`src/rtl/cpu_pkg.sv`:
```
// Shared CPU constants, opcode encoding and fetch FSM state type.
package cpu_pkg;

    localparam int DATA_WIDTH        = 11;
    localparam int INSTRUCTION_WIDTH = 16;
    localparam int OP_WIDTH          = INSTRUCTION_WIDTH - DATA_WIDTH;

    typedef enum logic [OP_WIDTH-1:0] {
        OP_HLT = 5'd0,
        OP_LDA = 5'd1,
        OP_STA = 5'd2,
        OP_LDI = 5'd3,
        OP_ADD = 5'd4,
        OP_SUB = 5'd5,
        OP_AND = 5'd6,
        OP_OR  = 5'd7,
        OP_XOR = 5'd8,
        OP_NOT = 5'd9,
        OP_SHL = 5'd10,
        OP_SHR = 5'd11,
        OP_BEQ = 5'd12,
        OP_BNE = 5'd13,
        OP_JMP = 5'd14
    } opcode_t;

    typedef enum logic [1:0] {
        ST_FETCH = 2'd0,
        ST_VALID = 2'd1,
        ST_HALT  = 2'd2
    } fetch_state_t;

endpackage

```
`src/rtl/pc_counter.sv`:
```
// Program counter: load, increment with natural wrap, async active-low reset.
module pc_counter #(
    parameter int WIDTH = 11
) (
    input  logic             i_clk,
    input  logic             i_rst_n,
    input  logic             i_load,
    input  logic [WIDTH-1:0] i_load_val,
    input  logic             i_inc,
    output logic [WIDTH-1:0] o_pc,
    output logic [WIDTH-1:0] o_pc_inc
);

    logic [WIDTH-1:0] r_pc;

    assign o_pc     = r_pc;
    assign o_pc_inc = r_pc + {{(WIDTH-1){1'b0}}, 1'b1};

    // PC register; load has priority over increment
    always_ff @(posedge i_clk or negedge i_rst_n) begin
        if (!i_rst_n) begin
            r_pc <= {WIDTH{1'b0}};
        end else if (i_load) begin
            r_pc <= i_load_val;
        end else if (i_inc) begin
            r_pc <= o_pc_inc;
        end else begin
            r_pc <= r_pc;
        end
    end

endmodule

```
`src/rtl/fetch_unit.sv`:
```
// Instruction fetch unit: FETCH/VALID/HALT sequencer feeding the decoder.
// Optional one-entry prefetch buffer enabled by defining FETCH_PREFETCH_EN.
module fetch_unit
    import cpu_pkg::*;
#(
    parameter int DATA_WIDTH        = cpu_pkg::DATA_WIDTH,
    parameter int INSTRUCTION_WIDTH = cpu_pkg::INSTRUCTION_WIDTH
) (
    input  logic                                    clock_in,
    input  logic                                    reset_in,
    output logic                                    imem_req_out,
    output logic [DATA_WIDTH-1:0]                   imem_addr_out,
    input  logic                                    imem_ack_in,
    input  logic [INSTRUCTION_WIDTH-1:0]            imem_data_in,
    output logic                                    instr_valid_out,
    output logic [INSTRUCTION_WIDTH-DATA_WIDTH-1:0] op_code_out,
    output logic [DATA_WIDTH-1:0]                   operand_out,
    input  logic                                    pc_wr_in,
    input  logic                                    branch_in,
    output logic                                    halted_out
);

    localparam int OPW = INSTRUCTION_WIDTH - DATA_WIDTH;

    fetch_state_t                 r_state;
    logic [INSTRUCTION_WIDTH-1:0] r_ir;
    logic [DATA_WIDTH-1:0]        w_pc;
    logic [DATA_WIDTH-1:0]        w_pc_inc;
    logic                         w_is_hlt;
    logic                         w_adv;
    logic                         w_pc_load;
    logic                         w_pc_inc_en;

    assign op_code_out     = r_ir[INSTRUCTION_WIDTH-1:DATA_WIDTH];
    assign operand_out     = r_ir[DATA_WIDTH-1:0];
    assign w_is_hlt        = (op_code_out == {OPW{1'b0}});
    assign instr_valid_out = (r_state == ST_VALID);
    assign halted_out      = (r_state == ST_HALT);

    // PC update controls: only a non-HLT held instruction may advance the PC
    always_comb begin
        w_adv       = 1'b0;
        w_pc_load   = 1'b0;
        w_pc_inc_en = 1'b0;
        if ((r_state == ST_VALID) && pc_wr_in && !w_is_hlt) begin
            w_adv       = 1'b1;
            w_pc_load   = branch_in;
            w_pc_inc_en = !branch_in;
        end else begin
            w_adv       = 1'b0;
        end
    end

    pc_counter #(.WIDTH(DATA_WIDTH)) u_pc (
        .i_clk      (clock_in),
        .i_rst_n    (reset_in),
        .i_load     (w_pc_load),
        .i_load_val (operand_out),
        .i_inc      (w_pc_inc_en),
        .o_pc       (w_pc),
        .o_pc_inc   (w_pc_inc)
    );

`ifdef FETCH_PREFETCH_EN
    logic [INSTRUCTION_WIDTH-1:0] r_buf;
    logic                         r_buf_full;
    logic                         r_flush;
    logic [DATA_WIDTH-1:0]        r_flush_addr;
    logic                         w_pf_req;

    // A flushed prefetch keeps its original address until its ack retires it
    assign w_pf_req      = (r_state == ST_VALID) && !r_buf_full && !w_is_hlt;
    assign imem_req_out  = reset_in && ((r_state == ST_FETCH) || w_pf_req);
    assign imem_addr_out = r_flush ? r_flush_addr :
                           ((r_state == ST_VALID) ? w_pc_inc : w_pc);

    // Fetch sequencer with prefetch buffer
    always_ff @(posedge clock_in or negedge reset_in) begin
        if (!reset_in) begin
            r_state      <= ST_FETCH;
            r_ir         <= {INSTRUCTION_WIDTH{1'b0}};
            r_buf        <= {INSTRUCTION_WIDTH{1'b0}};
            r_buf_full   <= 1'b0;
            r_flush      <= 1'b0;
            r_flush_addr <= {DATA_WIDTH{1'b0}};
        end else begin
            case (r_state)
                ST_FETCH: begin
                    if (imem_ack_in && r_flush) begin
                        r_flush <= 1'b0;
                    end else if (imem_ack_in) begin
                        r_ir    <= imem_data_in;
                        r_state <= ST_VALID;
                    end
                end
                ST_VALID: begin
                    if (w_is_hlt) begin
                        r_state <= ST_HALT;
                    end else if (w_adv && branch_in) begin
                        r_buf_full   <= 1'b0;
                        r_flush      <= w_pf_req && !imem_ack_in;
                        r_flush_addr <= w_pc_inc;
                        r_state      <= ST_FETCH;
                    end else if (w_adv) begin
                        if (r_buf_full) begin
                            r_ir       <= r_buf;
                            r_buf_full <= 1'b0;
                        end else if (imem_ack_in) begin
                            r_ir <= imem_data_in;
                        end else begin
                            r_state <= ST_FETCH;
                        end
                    end else if (w_pf_req && imem_ack_in) begin
                        r_buf      <= imem_data_in;
                        r_buf_full <= 1'b1;
                    end
                end
                ST_HALT: begin
                    r_state <= ST_HALT;
                end
                default: begin
                    r_state <= ST_FETCH;
                end
            endcase
        end
    end
`else
    // Request is gated by reset so it drops the moment reset asserts
    assign imem_req_out  = reset_in && (r_state == ST_FETCH);
    assign imem_addr_out = w_pc;

    // Fetch sequencer
    always_ff @(posedge clock_in or negedge reset_in) begin
        if (!reset_in) begin
            r_state <= ST_FETCH;
            r_ir    <= {INSTRUCTION_WIDTH{1'b0}};
        end else begin
            case (r_state)
                ST_FETCH: begin
                    if (imem_ack_in) begin
                        r_ir    <= imem_data_in;
                        r_state <= ST_VALID;
                    end
                end
                ST_VALID: begin
                    if (w_is_hlt) begin
                        r_state <= ST_HALT;
                    end else if (w_adv) begin
                        r_state <= ST_FETCH;
                    end
                end
                ST_HALT: begin
                    r_state <= ST_HALT;
                end
                default: begin
                    r_state <= ST_FETCH;
                end
            endcase
        end
    end
`endif

endmodule

```
`config.mk`:
```
export PLATFORM = sky130hd
export DESIGN_NAME = fetch_unit
export DESIGN_NICKNAME = d
export VERILOG_FILES = /design/src/rtl/cpu_pkg.sv /design/src/rtl/pc_counter.sv /design/src/rtl/fetch_unit.sv
export SDC_FILE = /design/constraint.sdc
export NUM_CORES = 1
export LEC_CHECK = 0
export CAP_MARGIN = 20
export CELL_PAD_IN_SITES_DETAIL_PLACEMENT = 1
export CELL_PAD_IN_SITES_GLOBAL_PLACEMENT = 2
export CORE_MARGIN = 2
export CORE_UTILIZATION = 23
export DETAILED_ROUTE_END_ITERATION = 10
export GPL_TIMING_DRIVEN = 0
export PLACE_DENSITY = 0.75
export SYNTH_ARGS = -nofsm -noshare
export SYNTH_HDL_FRONTEND = slang
export SYNTH_SLANG_ARGS = --single-unit
export TNS_END_PERCENT = 5
```
`constraint.sdc`:
```
create_clock -name clock_in -period 1.58 [get_ports clock_in]
set_clock_uncertainty 0.05 [all_clocks]
set_input_delay 0.474 -clock clock_in [delete_from_list [all_inputs] [get_ports clock_in]]
set_output_delay 0.474 -clock clock_in [all_outputs]
set_load 0.005 [all_outputs]
```
== Word level (Yosys, flattened, before mapping) ==
Cells that the tools add are included.

* Register bits after elaboration: 29
* Bits of input ports: 21
* Output and inout port bits: 30

* Add/sub/neg operators: 1
* Equal/unequal tests: 4
* Muxes and demuxes: 9
* Reduce and logical (&&, ||, !) cells: 10

{| class="wikitable"
|+ Operators by type and width
! cell !! number
|-
| 11-bit two-way mux || 2
|-
| 11-bit by 1-bit adder with 11-bit output (second input constant) || 1
|-
| 2-bit two-way mux || 3
|-
| 2-bit one-hot mux with 3 select lines || 1
|-
| 5-bit logical NOT || 1
|-
| 2-bit AND reduction || 2
|-
| 1-bit logical AND || 3
|-
| 1-bit two-way mux || 3
|-
| 3-bit by 1-bit != test with 1-bit output (second input constant) || 1
|-
| 2-bit by 1-bit equality test with 1-bit output (second input constant) || 1
|-
| 2-bit equality test (second input constant) || 1
|-
| 1-bit logical NOT || 2
|-
| 2-bit logical NOT || 1
|-
| 2-bit != test (second input constant) || 1
|-
| 2-bit nonzero test || 1
|}

== Longest topological paths before layout ==
Gate-level depths: netlist (run 1).

* Word-level depth: 7
* Mapped depth: 5
* Mapped depth without buffers: 5

== Hierarchy ==
From an unflattened synthesis (run 1), not the netlist that was laid out.

* Cells, all modules: 139
* Area, all modules: 1,577.8 µm²

{| class="wikitable"
|+ Modules (own cells, without submodules)
! module !! times used !! cells each !! area each (µm²) !! seq. area each (µm²)
|-
| pc_counter || 1 || 91 || 797.0 || 275.3
|-
| fetch_unit || 1 || 48 || 780.7 || 450.4
|}

== Worst setup path after synthesis (run 1) ==
Ideal clock, no wire load.

* Kind: register -> register
* Start point: register r_ir[11]
* End point: register u_pc.r_pc[5] (netlist: u_pc.o_pc[5])
* Setup time: 0.134 ns
* Arrival: 1.539 ns
* Required time: 1.396 ns
* Setup slack: -0.143 ns
* Stages on the path, launching flop included: 6
* Buffers on the path: 1
* Period minus slack after synthesis: 1.723 ns
* Path through: dfrtp_1 > or4_4 > o211a_1 > buf_6 > a32oi_1 > o211ai_1

* Word-level cells in the longest chain between the ends: 5
* Elaborated cells between the ends (all ways): 7
* Those cells by class: mux (3); reduce/logical (4)

{| class="wikitable"
|+ Ends and longest elaborated chain
! what !! RTL line !! source
|-
| from (decl) || fetch_unit.sv:26 || <nowiki>logic [INSTRUCTION_WIDTH-1:0] r_ir;</nowiki>
|-
| from (signal assigned) || fetch_unit.sv:136 || <nowiki>r_ir <= {INSTRUCTION_WIDTH{1'b0}};</nowiki>
|-
| from (signal assigned) || fetch_unit.sv:141 || <nowiki>r_ir <= imem_data_in;</nowiki>
|-
| 5-bit logical NOT * || fetch_unit.sv:36 || <nowiki>assign w_is_hlt = (op_code_out == {OPW{1'b0}});</nowiki>
|-
| 1-bit logical NOT * || fetch_unit.sv:45 || <nowiki>if ((r_state == ST_VALID) && pc_wr_in && !w_is_hlt) begin</nowiki>
|-
| 1-bit logical AND * || fetch_unit.sv:45 ||
|-
| 1-bit two-way mux || fetch_unit.sv:45 ||
|-
| 11-bit two-way mux / 2-bit nonzero test (equally long branches) || n/a ||
|-
| to (signal assigned) || pc_counter.sv:22 || <nowiki>r_pc <= {WIDTH{1'b0}};</nowiki>
|-
| to (signal assigned) || pc_counter.sv:24 || <nowiki>r_pc <= i_load_val;</nowiki>
|-
| to (signal assigned) || pc_counter.sv:26 || <nowiki>r_pc <= o_pc_inc;</nowiki>
|-
| to (decl) || pc_counter.sv:14 || <nowiki>logic [WIDTH-1:0] r_pc;</nowiki>
|}

Mark *: on every way between the ends. The rest lies on a longest branch, timed or not.
A chain may end at the register's enable or synchronous reset.

== Worst setup path after layout (run 1) ==
* Start point: register r_ir[14]
* End point: register u_pc.r_pc[2] (netlist: u_pc.o_pc[2])

The elaborated chain is that of the path after synthesis.

==> flow_summary.ini, run 1 <==
[route]
vias_per_cell = 4.79
drt-wirelength-per-cell_um = 16.8
drt_first_iter_violations = 47
drt-total-wl_um = 4530
vias = 1292
drc = 0
antenna_left = 0
first_pass_iters = 4

[clocking]
h-tree-depth = 2
clkSlewWorstSetupHoldPaths_ns = 0.07
tritoncts = yes
clock_sinks = 29
clockBufferDepth = 2
cts_buffers = 5
worstSkewPairLatency_ns = 0.29
cts_root_buf = clkbuf_8

[power_and_ir_drop]
p_per_area_nw_per_um2 = 1780
leakage_nw = 1.01
peakVddDrop_uv = 662
netSwitchingPower_mw = 1.47
internal-power_mw = 2.65
power_frac_seq = 0.375
combPwrFrac = 0.458
p_clk_frac = 0.167
p_sw_frac = 0.356

[finish]
fill_cells = 666
post-route-util = 0.387
antenna_cells = 0
stdcell_count = 270
regArea_sq_um = 734
multi_input_area_sq_um = 738
area_delta_synth_final_pct = 59.9
stdcell_area_sq_um = 2320
layout-drive-gt1-share = 0.374
nNetsFinal = 216

[global_routing]
grt_usage = 0.135
grt_pass1_wl_um = 7420
antenna_found_initial = 0
grt_pass1_vias = 1389
grt_max_degree = 16
grt-ovfl-total = 0

[placement]
gp_congestion = 0.725
dpl-instance-area_sq_um = 2070
io_buffers = 50
dp.cells = 251
hpwl_um = 3260

[worst_setup_path]
crit_type = reg2reg
crit_fanout = 6
end_kind = register
critPathMaxStageDelay_ns = 0.56
slowest_stage = or4_4
worst_ep_required_time_ns = 1.73
cp-start-kind = register
path_cells = or4_4 > o211ai_4 > buf_6 > buf_12 > o21ai_2 > o21ai_1
critical_path_arrival_ns = 1.96
r2r_slack_ns = -0.22

[sta]
slew_viol_final = 0
setup_viol = 12
min_period_over_period = 1.14
hold_ws_ns = 0.0341
timing.slew.headroom = 0.558
finalWorstSetupSlack_ns = -0.224
fmax_ghz = 0.554
rsz0062_at_grt = true
tns_ns = -2.16
fin_crit_ns = 1.80
hold_viol = 0
worstMarginPinSlew_ns = 0.661

[floorplanning]
die_x_um = 83.4
ios = 51
initial_core_util = 0.242
die_area_sq_um = 6950
die_h_um = 83.4
std_cell_rows = 28
core_sq_um = 5990

[logic_synthesis]
syn_area_per_cell_sq_um = 11.6
ys_seq_area_frac = 0.501
syn-num-nets = 147
yosysUniqueCellTypes = 42
async_reset_ff_frac = 1.00
synth_cells = 125
netlist_area_sq_um = 1450
ys_ff_latch = 29
yosys_warnings = 0
synth_flop_cell = dfrtp_1
synth_edf_count = 0

[job]
cap_violations = 0

[hold_path]
min_path_type = in2async

[outcome]
violations = negative setup slack
outcome = finished, violations left
layout make-up:
| class | count | share of cell area |
|---|---|---|
| Multi-Input combinational cell | 88 | 0.319 |
| Sequential cell | 29 | 0.317 |
| Timing Repair Buffer | 62 | 0.253 |
| Clock buffer | 7 | 0.0416 |
| Tap cell | 75 | 0.0405 |
| Buffer | 5 | 0.0227 |
| Inverter | 3 | 0.00486 |
| Clock inverter | 1 | 0.00216 |
final timing paths:
kind,startpoint,end,depth (start not counted)
worst max-delay path,r_ir[14],u_pc.o_pc[2],6
worst max register to register,r_ir[14],u_pc.o_pc[2],6
max in group asynchronous,reset_in,r_state[0],2
worst min-delay path,reset_in,r_ir[4],2
worst min register to register,u_pc.o_pc[0],u_pc.o_pc[0],1
min in group clock_in,u_pc.o_pc[0],u_pc.o_pc[0],1
metal layers:
layer / global-route usage / wire (um)
met1: 0.163 / 1930
met2: 0.232 / 2310
met3: 0.0417 / 246
met4: 0.0358 / 44
met5: 0 / 0
cell usage in the layout (no fill, tap or decap), types with 6 or more instances in the layout:
master and count:
clkdlybuf4s50_1 18, buf_4 7, dlygate4sd2_1 27, clkbuf_8 8
dfrtp_1 22, mux2_4 7, dfrtp_2 7, mux2_2 9
buf_6 6
through the flow:
| stage | total power [mW] | setup WS [ns] |
|---|---|---|
| floorplan | 2.23 | -0.143 |
| global placement | 3.27 | -1.69 |
| detailed placement | 3.34 | -1.34 |
| CTS | 4.09 | -0.240 |
| global route | 4.41 | -0.308 |
| finish | 4.12 | -0.224 |
what timing repair did:
item | in CTS | in global routing
endpoints found under the hold margin | 14 | 0
buffers inserted | 8 | 1
hold buffers | 1 | 0
endpoints found under the setup margin | 58 | 20
gates cloned | 1 | 0
gates resized for setup | 71 | 10
pin swaps | 5 | 3
worst max-delay path, delay by kind of cell, from the launching register on:
| family | cells | cell delay (ns) |
|---|---|---|
| AOI/OAI and AO/OA | 3 | 0.42 |
| buffers and inverters | 2 | 0.29 |
| DFF | 1 | 0.40 |
| and+or+nand+nor | 1 | 0.56 |
cells by family (layout without fill, tap and decap cells):
| logic type | after synthesis | in the layout | synth area share |
|---|---|---|---|
| simple gates | 40 | 40 | 0.174 |
| mux | 19 | 19 | 0.145 |
| compound gates | 28 | 28 | 0.131 |
| fa+ha+maj | 1 | 1 | 0.00863 |
| buf+inv | 8 | 78 | 0.0397 |
| flops | 29 | 29 | 0.501 |
sequential cells by signal, summed over array words and instances, names as in the netlist:
signal	count
r_ir	16
u_pc.o_pc	11
r_state	2
power groups by stage:
stage                     clock [mW]  sequential (mW)  combinational, mW
after floorplan                    0             1.45              0.780
after global placement             0             1.52               1.75
after detailed placement           0             1.54               1.81
after CTS                      0.705             1.53               1.85
after global routing           0.741             1.62               2.05
final                          0.687             1.55               1.89
synthesized netlist by cell type, drive strengths merged, types with 2 or more instances:
cell | count | area [sq um]
dfrtp | 29 | 726
mux2 | 16 | 180
nor3 | 9 | 60.1
o21ai | 8 | 40.0
a21oi | 6 | 30.0
nor2 | 5 | 18.8
buf | 4 | 32.5
nand2 | 4 | 15.0
nand3 | 4 | 20.0
inv | 3 | 11.3
mux2i | 3 | 30.0
or2 | 3 | 18.8
or4 | 3 | 27.5
and4 | 2 | 18.8
nand4 | 2 | 12.5
nor3b | 2 | 20.0
o211ai | 2 | 20.0
o21bai | 2 | 15.0
o22ai | 2 | 12.5
Note: power is estimated with default switching activity, not from simulation.
==> inputs of run 2 (changes only) <==
--- a/config.mk
+++ b/config.mk
@@ -9,10 +9,10 @@
 export CELL_PAD_IN_SITES_DETAIL_PLACEMENT = 1
 export CELL_PAD_IN_SITES_GLOBAL_PLACEMENT = 2
 export CORE_MARGIN = 2
-export CORE_UTILIZATION = 23
+export CORE_UTILIZATION = 25
 export DETAILED_ROUTE_END_ITERATION = 10
 export GPL_TIMING_DRIVEN = 0
-export PLACE_DENSITY = 0.75
+export PLACE_DENSITY = 0.81
 export SYNTH_ARGS = -nofsm -noshare
 export SYNTH_HDL_FRONTEND = slang
 export SYNTH_SLANG_ARGS = --single-unit
==> flow_summary.ini, run 2 (synthesis results as in run 1) <==
[outcome]
outcome = finished, violations left
violations = negative setup slack

[worst_setup_path]
critPathMaxStageDelay_ns = 0.58
path_buf_inv = 1
r2r_slack_ns = -0.22
rr_endpoint = u_pc.o_pc[7]
end_kind = register
path_cells = or4_4 > o211ai_4 > buf_4 > a22o_2 > nor3_2
cp-start-kind = register
rr_worst_depth = 5
slowest_stage = or4_4
crit_type = reg2reg
crit_fanout = 6
r2r-start = r_ir[11]
cp_top_family = simple AND/OR/NAND/NOR gates
worst_ep_required_time_ns = 1.69
critical_path_arrival_ns = 1.91

[finish]
layout_common_cells = dlygate4sd2_1 (25), dfrtp_1 (24), clkdlybuf4s50_1 (19)
layout-drive-gt1-share = 0.344
antenna_cells = 0
area_delta_synth_final_pct = 56.6
final_common_cell = dlygate4sd2_1
stdcell_area_sq_um = 2270
largest_reg_flops = 16
nNetsFinal = 216
largest-register = r_ir

[clocking]
clkSlewWorstSetupHoldPaths_ns = 0.07
clock_sinks = 29
cts_buffers = 5
tritoncts = yes
clockBufferDepth = 2
cts_root_buf = clkbuf_8
worstSkewPairLatency_ns = 0.28
h-tree-depth = 2

[global_routing]
grt_pass1_wl_um = 7000
grt-ovfl-total = 0
grt_pass1_vias = 1381
grt_max_degree = 16
antenna_found_initial = 0
grt_usage = 0.140

[sta]
fin_crit_ns = 1.80
rsz0062_at_grt = true
tns_ns = -1.90
finalWorstSetupSlack_ns = -0.217
worstMarginPinSlew_ns = 0.678
min_period_over_period = 1.14
timing.slew.headroom = 0.547
setup_viol = 13
slew_viol_final = 0
fmax_ghz = 0.556
hold_viol = 0

[power_and_ir_drop]
combPwrFrac = 0.462
leakage_nw = 0.979
internal-power_mw = 2.52
power_frac_seq = 0.388
p_clk_frac = 0.150
netSwitchingPower_mw = 1.42
total_power_mw = 3.94
p_sw_frac = 0.361
p_per_area_nw_per_um2 = 1740
peakVddDrop_uv = 793

[route]
vias_per_cell = 4.87
antenna_left = 0
drt_first_iter_violations = 51
drc = 0
drt-wirelength-per-cell_um = 16.2
first_pass_iters = 2
vias = 1301
drt-total-wl_um = 4340

[floorplanning]
die_h_um = 80.1
core_sq_um = 5540
die_area_sq_um = 6420
ios = 51
die_x_um = 80.1
initial_core_util = 0.262
std_cell_rows = 27

[job]
cap_violations = 0

[hold_path]
min_path_type = in2async

[placement]
io_buffers = 50
hpwl_um = 3140
dpl-instance-area_sq_um = 2070
gp_congestion = 0.789
-- run 2: changes by cell type in the layout (fill, tap and decap cells not counted), moves of 2 or more --
cell	before	now
clkbuf_1	0	3
clkbuf_8	8	6
a21oi_1	4	6
mux2_4	7	0
o21ai_0	2	5
a21oi_2	2	0
o21ai_1	5	3
dfrtp_1	22	24
dfrtp_2	7	5
mux2_2	9	16
dlygate4sd2_1	27	25
-- run 2: timing repair --
action                                 in CTS  in global routing
hold buffers                                1                  0
setup endpoints to repair                  58                 26
resized for setup                          55                 13
pin swaps                                   4                  6
endpoints found under the hold margin      14                  0
buffers inserted                            5                  3
gates cloned                                1                  1
-- run 2: power by group through the flow --
stage          Combinational [mW]  Sequential, mW  Clock [mW]
6_report                     1.82            1.53       0.591
5_1_grt                      1.97            1.60       0.638
4_1_cts                      1.73            1.52       0.607
3_5_place_dp                 1.80            1.53           0
3_3_place_gp                 1.73            1.50           0
2_1_floorplan               0.780            1.45           0
-- run 2: worst register-to-register path, delay by kind of cell, from the launching register on --
| kind | cells | cell delay (ns) |
|---|---|---|
| and+or+nand+nor | 2 | 0.62 |
| AOI/OAI and AO/OA | 2 | 0.45 |
| DFF | 1 | 0.38 |
| buffers and inverters | 1 | 0.18 |
-- run 2: area by class of cell --
cell class	instances	area (sq um)
Clock buffer	8	80.1
Inverter	3	11.3
Timing Repair Buffer	62	583
Tap cell	72	90.1
Buffer	5	52.6
Multi-Input combinational cell	88	721
Sequential cell	29	732
Fill cell	615	3270
-- run 2: how the worst max path moves through the flow --
| stage | from | to | slack [ns] | depth (start not counted) |
|---|---|---|---|---|
| after floorplan | r_ir[11] | u_pc.o_pc[5] | -0.14 | 5 |
| after global placement | reset_in | imem_req_out | -1.68 | 3 |
| after detailed placement | reset_in | imem_req_out | -1.26 | 3 |
| after CTS | r_ir[15] | u_pc.o_pc[5] | -0.23 | 5 |
| after global routing | r_ir[11] | u_pc.o_pc[7] | -0.29 | 5 |
| final | r_ir[11] | u_pc.o_pc[7] | -0.22 | 5 |
-- run 2: per-layer routing --
metal / wire length, um / GRT usage
met5: 0 / 0
met4: 31 / 0.0305
met3: 151 / 0.0393
met2: 2340 / 0.248
met1: 1810 / 0.168
-- run 2: through the flow --
stage,util,std cells,setup WS (ns),hold WS (ns)
2_1_floorplan,-,125,-0.143,0.128
3_3_place_gp,0.368,247,-1.68,0.474
3_5_place_dp,0.373,248,-1.26,0.482
4_1_cts,0.398,263,-0.232,0.0464
5_1_grt,0.410,267,-0.288,0.0433
6_report,0.410,267,-0.217,0.0444
==> inputs of run 3 (changes only) <==
--- a/config.mk
+++ b/config.mk
@@ -9,10 +9,11 @@
 export CELL_PAD_IN_SITES_DETAIL_PLACEMENT = 1
 export CELL_PAD_IN_SITES_GLOBAL_PLACEMENT = 2
 export CORE_MARGIN = 2
-export CORE_UTILIZATION = 25
+export CORE_UTILIZATION = 26
+export CTS_BUF_LIST = sky130_fd_sc_hd__clkbuf_2 sky130_fd_sc_hd__clkbuf_4 sky130_fd_sc_hd__clkbuf_8
 export DETAILED_ROUTE_END_ITERATION = 10
 export GPL_TIMING_DRIVEN = 0
-export PLACE_DENSITY = 0.81
+export PLACE_DENSITY = 0.83
 export SYNTH_ARGS = -nofsm -noshare
 export SYNTH_HDL_FRONTEND = slang
 export SYNTH_SLANG_ARGS = --single-unit
==> flow_summary.ini, run 3 (synthesis results as in run 1) <==
[outcome]
outcome = finished, violations left
violations = negative setup slack

[finish]
area_delta_synth_final_pct = 58.1
largest_reg_flops = 16
stdcell_count = 268
nNetsFinal = 218
largest-register = r_ir
final_common_cell = dfrtp_1
post-route-util = 0.421
antenna_cells = 0
stdcell_area_sq_um = 2290
layout_common_cells = dfrtp_1 (26), dlygate4sd2_1 (25), clkdlybuf4s50_1 (20)
layout-drive-gt1-share = 0.352

[floorplanning]
die_h_um = 78.7
core_sq_um = 5440
initial_core_util = 0.266
die_x_um = 78.7
std_cell_rows = 27
die_area_sq_um = 6190
ios = 51

[placement]
dp.cells = 248
io_buffers = 50
dpl-instance-area_sq_um = 2070
gp_congestion = 0.714
post-place-ws_ns = -1.50
hpwl_um = 3240

[sta]
worstMarginPinSlew_ns = 0.718
min_period_over_period = 1.15
fmax_ghz = 0.552
fin_crit_ns = 1.81
setup_viol = 14
slew_viol_final = 0
tns_ns = -2.45
hold_ws_ns = 0.0254
rsz0062_at_grt = true
timing.slew.headroom = 0.520
finalWorstSetupSlack_ns = -0.233
hold_viol = 0

[job]
cap_violations = 0

[power_and_ir_drop]
p_per_area_nw_per_um2 = 1750
peakVddDrop_uv = 695
leakage_nw = 0.984
total_power_mw = 4.01

[global_routing]
top_usage_layer = met2
grt_max_degree = 16
grt-ovfl-total = 0
grt_util_met1 = 0.180
antenna_found_initial = 0
grt_pass1_wl_um = 7290
use_met3 = 0.0379
grt_usage = 0.152
grt_use_met2 = 0.263
grt_pass1_vias = 1444

[clocking]
cts_root_buf = clkbuf_8
clkSlewWorstSetupHoldPaths_ns = 0.07
worstSkewPairLatency_ns = 0.28
clock_sinks = 29
clockBufferDepth = 2
tritoncts = yes
h-tree-depth = 2
cts_buffers = 5

[route]
vias_per_cell = 4.91
first_pass_iters = 3
vias = 1315
drt_first_iter_violations = 73
antenna_left = 0
drt-wirelength-per-cell_um = 17.1
drc = 0
drt-total-wl_um = 4580

[worst_setup_path]
r2r-start = r_ir[11]
crit_type = reg2reg
cp-start-kind = register
rr_endpoint = u_pc.o_pc[5]
worst_ep_required_time_ns = 1.69
critical_path_arrival_ns = 1.92
r2r_slack_ns = -0.23
rr_worst_depth = 5
crit_fanout = 5
end_kind = register
worstSetupEndpoint = u_pc.o_pc[5]
crit_path_start = r_ir[11]

[hold_path]
min_path_type = in2async
-- run 3: changes by cell type in the layout (fill, tap and decap cells not counted), sizes merged --
cell | previous run | this run
clkdlybuf4s50 | 19 | 20
dlymetal6s2s | 1 | 0
buf | 18 | 19
-- run 3: area by class of cell --
cell class,instances,area (sq um)
Tap cell,72,90.1
Multi-Input combinational cell,88,719
Fill cell,592,3150
Sequential cell,29,729
Timing Repair Buffer,64,598
Clock buffer,7,90.1
Inverter,3,11.3
Buffer,5,52.6
-- run 3: what timing repair did --
action,CTS,global route
endpoints found under the setup margin,58,32
gates cloned,1,1
endpoints found under the hold margin,15,0
buffers inserted,8,2
resized for setup,54,11
pin swaps,4,8
hold buffers,1,0
-- run 3: worst min path at each step --
stage               startpoint          to  slack (ns)
detailed placement    r_ir[10]    r_ir[10]        0.49
floorplan             reset_in     r_ir[0]        0.13
CTS                   reset_in  r_state[1]        0.02
finish                reset_in  r_state[1]        0.03
global route          reset_in  r_state[1]        0.02
global placement      r_ir[15]    r_ir[15]        0.47
-- run 3: critical path, cell delays in order, from the launching register on --
cell and delay [ns]:
dfrtp_1 0.40, or4_4 0.59, o211a_4 0.27, buf_6 0.13, a32oi_2 0.14, o211ai_1 0.11
-- run 3: power by group --
part / switching (mW) / leakage (nW) / internal (mW) / total [mW]
registers: 0.404 / 0.343 / 1.11 / 1.52
logic: 0.757 / 0.594 / 1.09 / 1.85
clock network: 0.284 / 0.0477 / 0.362 / 0.646
total: 1.44 / 0.984 / 2.57 / 4.01
-- run 3: per-layer routing --
metal	wire length [um]	part of all wire
met3	225	0.049
met1	1860	0.41
met2	2410	0.53
met4	76	0.017
met5	0	0
==> RTL edit (config.mk and constraints of run 2) <==
Build with the macro `FETCH_PREFETCH_EN` defined.
--- a/src/rtl/fetch_unit.sv
+++ b/src/rtl/fetch_unit.sv
@@ -1,5 +1,7 @@
 // Instruction fetch unit: FETCH/VALID/HALT sequencer feeding the decoder.
 // Optional one-entry prefetch buffer enabled by defining FETCH_PREFETCH_EN.
+`define FETCH_PREFETCH_EN
+
 module fetch_unit
     import cpu_pkg::*;
 #(
Check against the original RTL: not equivalent (Yosys sat finds a counterexample within 4 cycles, from zero or initial values and one cycle with reset_in low).
==> RTL edit against run 2 <==
The run still ends with negative setup slack left; wire length increased by 140%; sequential cell count increased by 29; count of clock-buffer cells in the layout up 3; area after synthesis increased by 120%; cell area up 110%; power grew 150%; die area up 110%; setup slack got worse by 0.41 ns; critical path type is now register to output port.
==> RTL edit: results (changes against run 2) <==
Synth
  • Sequential share of the synthesized area: 45.7% (was 50.1%)
  • Syn_nets: 354 (was 147)
  • Distinct cells, synth: 52 (was 42)
  • Top cells by count, synth: 58 x dfrtp_1, 38 x nand2_1, 29 x o21ai_0 (was 29 x dfrtp_1, 16 x mux2_2, 8 x o21ai_0)
  • Top post-synthesis cells by area: dfrtp_1 46%, mux2_2 4.6%, o21ai_0 4.6% (was dfrtp_1 50%, mux2_2 12%, o21ai_0 2.8%)

Clock tree
  • Root Driver: clkbuf_16 (was clkbuf_8)
  • H-tree levels: 3 (was 2)
  • Clk_lat worst skew: 0.33 ns (was 0.28 ns)
  • Clock-pin slew on the worst setup and hold paths: 0.05 ns (was 0.07 ns)
  • Number of buffers created by CTS: 9 (was 5)

Finish
  • Fill count: 1424 (was 615)
  • Final nets: 436 (was 216)
  • Share of layout cells above drive strength 1: 32.0% (was 34.4%)
  • Top Registers: r_buf: 16 flops, r_ir: 16 flops

Drt
  • First DRT Iteration DRCs: 100 (was 51)
  • Router iterations before antenna repair: 4 (was 2)
  • Drt total wl: 10200 um (was 4340 um)
  • Vias/cell: 4.87 (about the same)

Timing
  • Relative slew slack: 66.6% (was 54.7%)
  • Final setup viols: 71 (was 13)
  • Crit path setup slack, layout: -0.628 ns (was -0.217 ns)
  • Setup TNS: -23.36 ns (was -1.90 ns)

Worst setup path
  • Flop2flop setup slack: -0.53 ns (was -0.22 ns)
  • Crit. Startpoint: u_pc.o_pc[5] (was r_ir[11])
  • Max incr delay on CP: 0.36 ns (was 0.58 ns)
  • Maximum fanout along the worst path: 3 (was 6)
  • Arr. time, crit path: 1.68 ns (was 1.91 ns)
  • Critical Path Source Type: register (unchanged)
  • Slowest CP cell: dfrtp_1 (was or4_4)
  • Worst setup endpoint: imem_addr_out[9] (was u_pc.o_pc[7])
  • R2R Path Start: r_ir[11] (unchanged)
  • Reg2reg end: r_buf[11] (was u_pc.o_pc[7])
  • Cells on worst reg2reg path: 7 (was 5)

GRT
  • All-Layer GR Usage: 15.6% (was 14.0%)
  • Vias in the first global route: 3050 (was 1381)
  • Largest net degree at the start of global routing: 33 (was 16)
  • Wire length of the first global-routing pass: 16400 um (was 7000 um)

Outcome
  • Failing checks: negative setup slack (unchanged)
  • Status: finished, violations left (unchanged)

Worst hold path
  • Hold Path Class: input port to async pin (unchanged)

Power and ir drop
  • Static Leak: 2.05 nW (was 0.979 nW)
  • Max IR drop VDD: 0.898 mV (was 0.793 mV)

Place
  • Pre-CTS WS: -1.10 ns (was -1.26 ns)
  • Cell Area, Placed: 3920 um2 (was 2070 um2)
  • Post-DP HPWL: 6730 um (was 3140 um)
  • Gp weighted congestion: 0.753 (was 0.789)
==> RTL edit: through the flow <==
step	hold WS (ns)	std cells	utilization, %
final	0.0431	591	37.6
after global routing	0.0607	591	37.6
after CTS	0.0565	591	36.8
after detailed placement	0.418	555	31.3
after global placement	0.407	554	31.2
after floorplan	0.128	332	-
==> RTL edit: layout make-up <==
type / instances / area [um2] / area share, %
tap: 172 / 215 / 4.57
clock inverter: 5 / 77.6 / 1.65
sequential: 58 / 1460 / 31.0
timing repair buffer: 74 / 638 / 13.5
multi-input combinational: 242 / 1800 / 38.3
buffer: 24 / 244 / 5.18
clock buffer: 11 / 243 / 5.15
inverter: 5 / 31.3 / 0.664
==> RTL edit: kinds of logic (layout without fill, tap and decap cells) <==
group / Yosys count / in the layout / share of synthesized area, %
adders and majority gates: 1 / 1 / 0.394
DFF: 58 / 58 / 45.7
muxes: 19 / 19 / 6.61
AOI/OAI and AO/OA: 94 / 94 / 18.8
buffers and inverters: 32 / 119 / 5.59
xor gates and xnor gates: 16 / 16 / 4.41
and+or+nand+nor: 112 / 112 / 18.5
==> RTL edit: worst min-delay path by stage <==
stage / start / end / slack, ns / depth (start not counted)
after floorplan: reset_in / r_buf[0] / 0.13 / 0
after global placement: r_flush_addr[7] / r_flush_addr[7] / 0.41 / 2
after detailed placement: r_flush_addr[1] / r_flush_addr[1] / 0.42 / 2
after CTS: reset_in / r_flush_addr[6] / 0.06 / 1
after global routing: reset_in / r_flush_addr[6] / 0.06 / 1
final: reset_in / r_flush_addr[6] / 0.04 / 1
==> RTL edit: report_power, final <==
part,switching [W],internal [W],leakage (nW)
Sequential,0.000587,0.00222,0.697
Clock,0.000670,0.00142,0.156
Combinational,0.00249,0.00246,1.20
==> RTL edit: timing repair <==
item	4_1_cts	5_1_grt
setup buffers	23	0
gates resized for setup	162	37
setup endpoints to repair	87	76
pin swaps	26	7
==> RTL edit: per-layer routing <==
layer	routed length [um]	vias to the layer above	global-route usage (%)	share of wire [%]
met5	0	-	0	0
met4	150	0	4.16	1.5
met3	344	14	3.27	3.4
met2	5190	52	27.6	51
met1	4540	1448	19.3	44
li1	-	1365	-	-
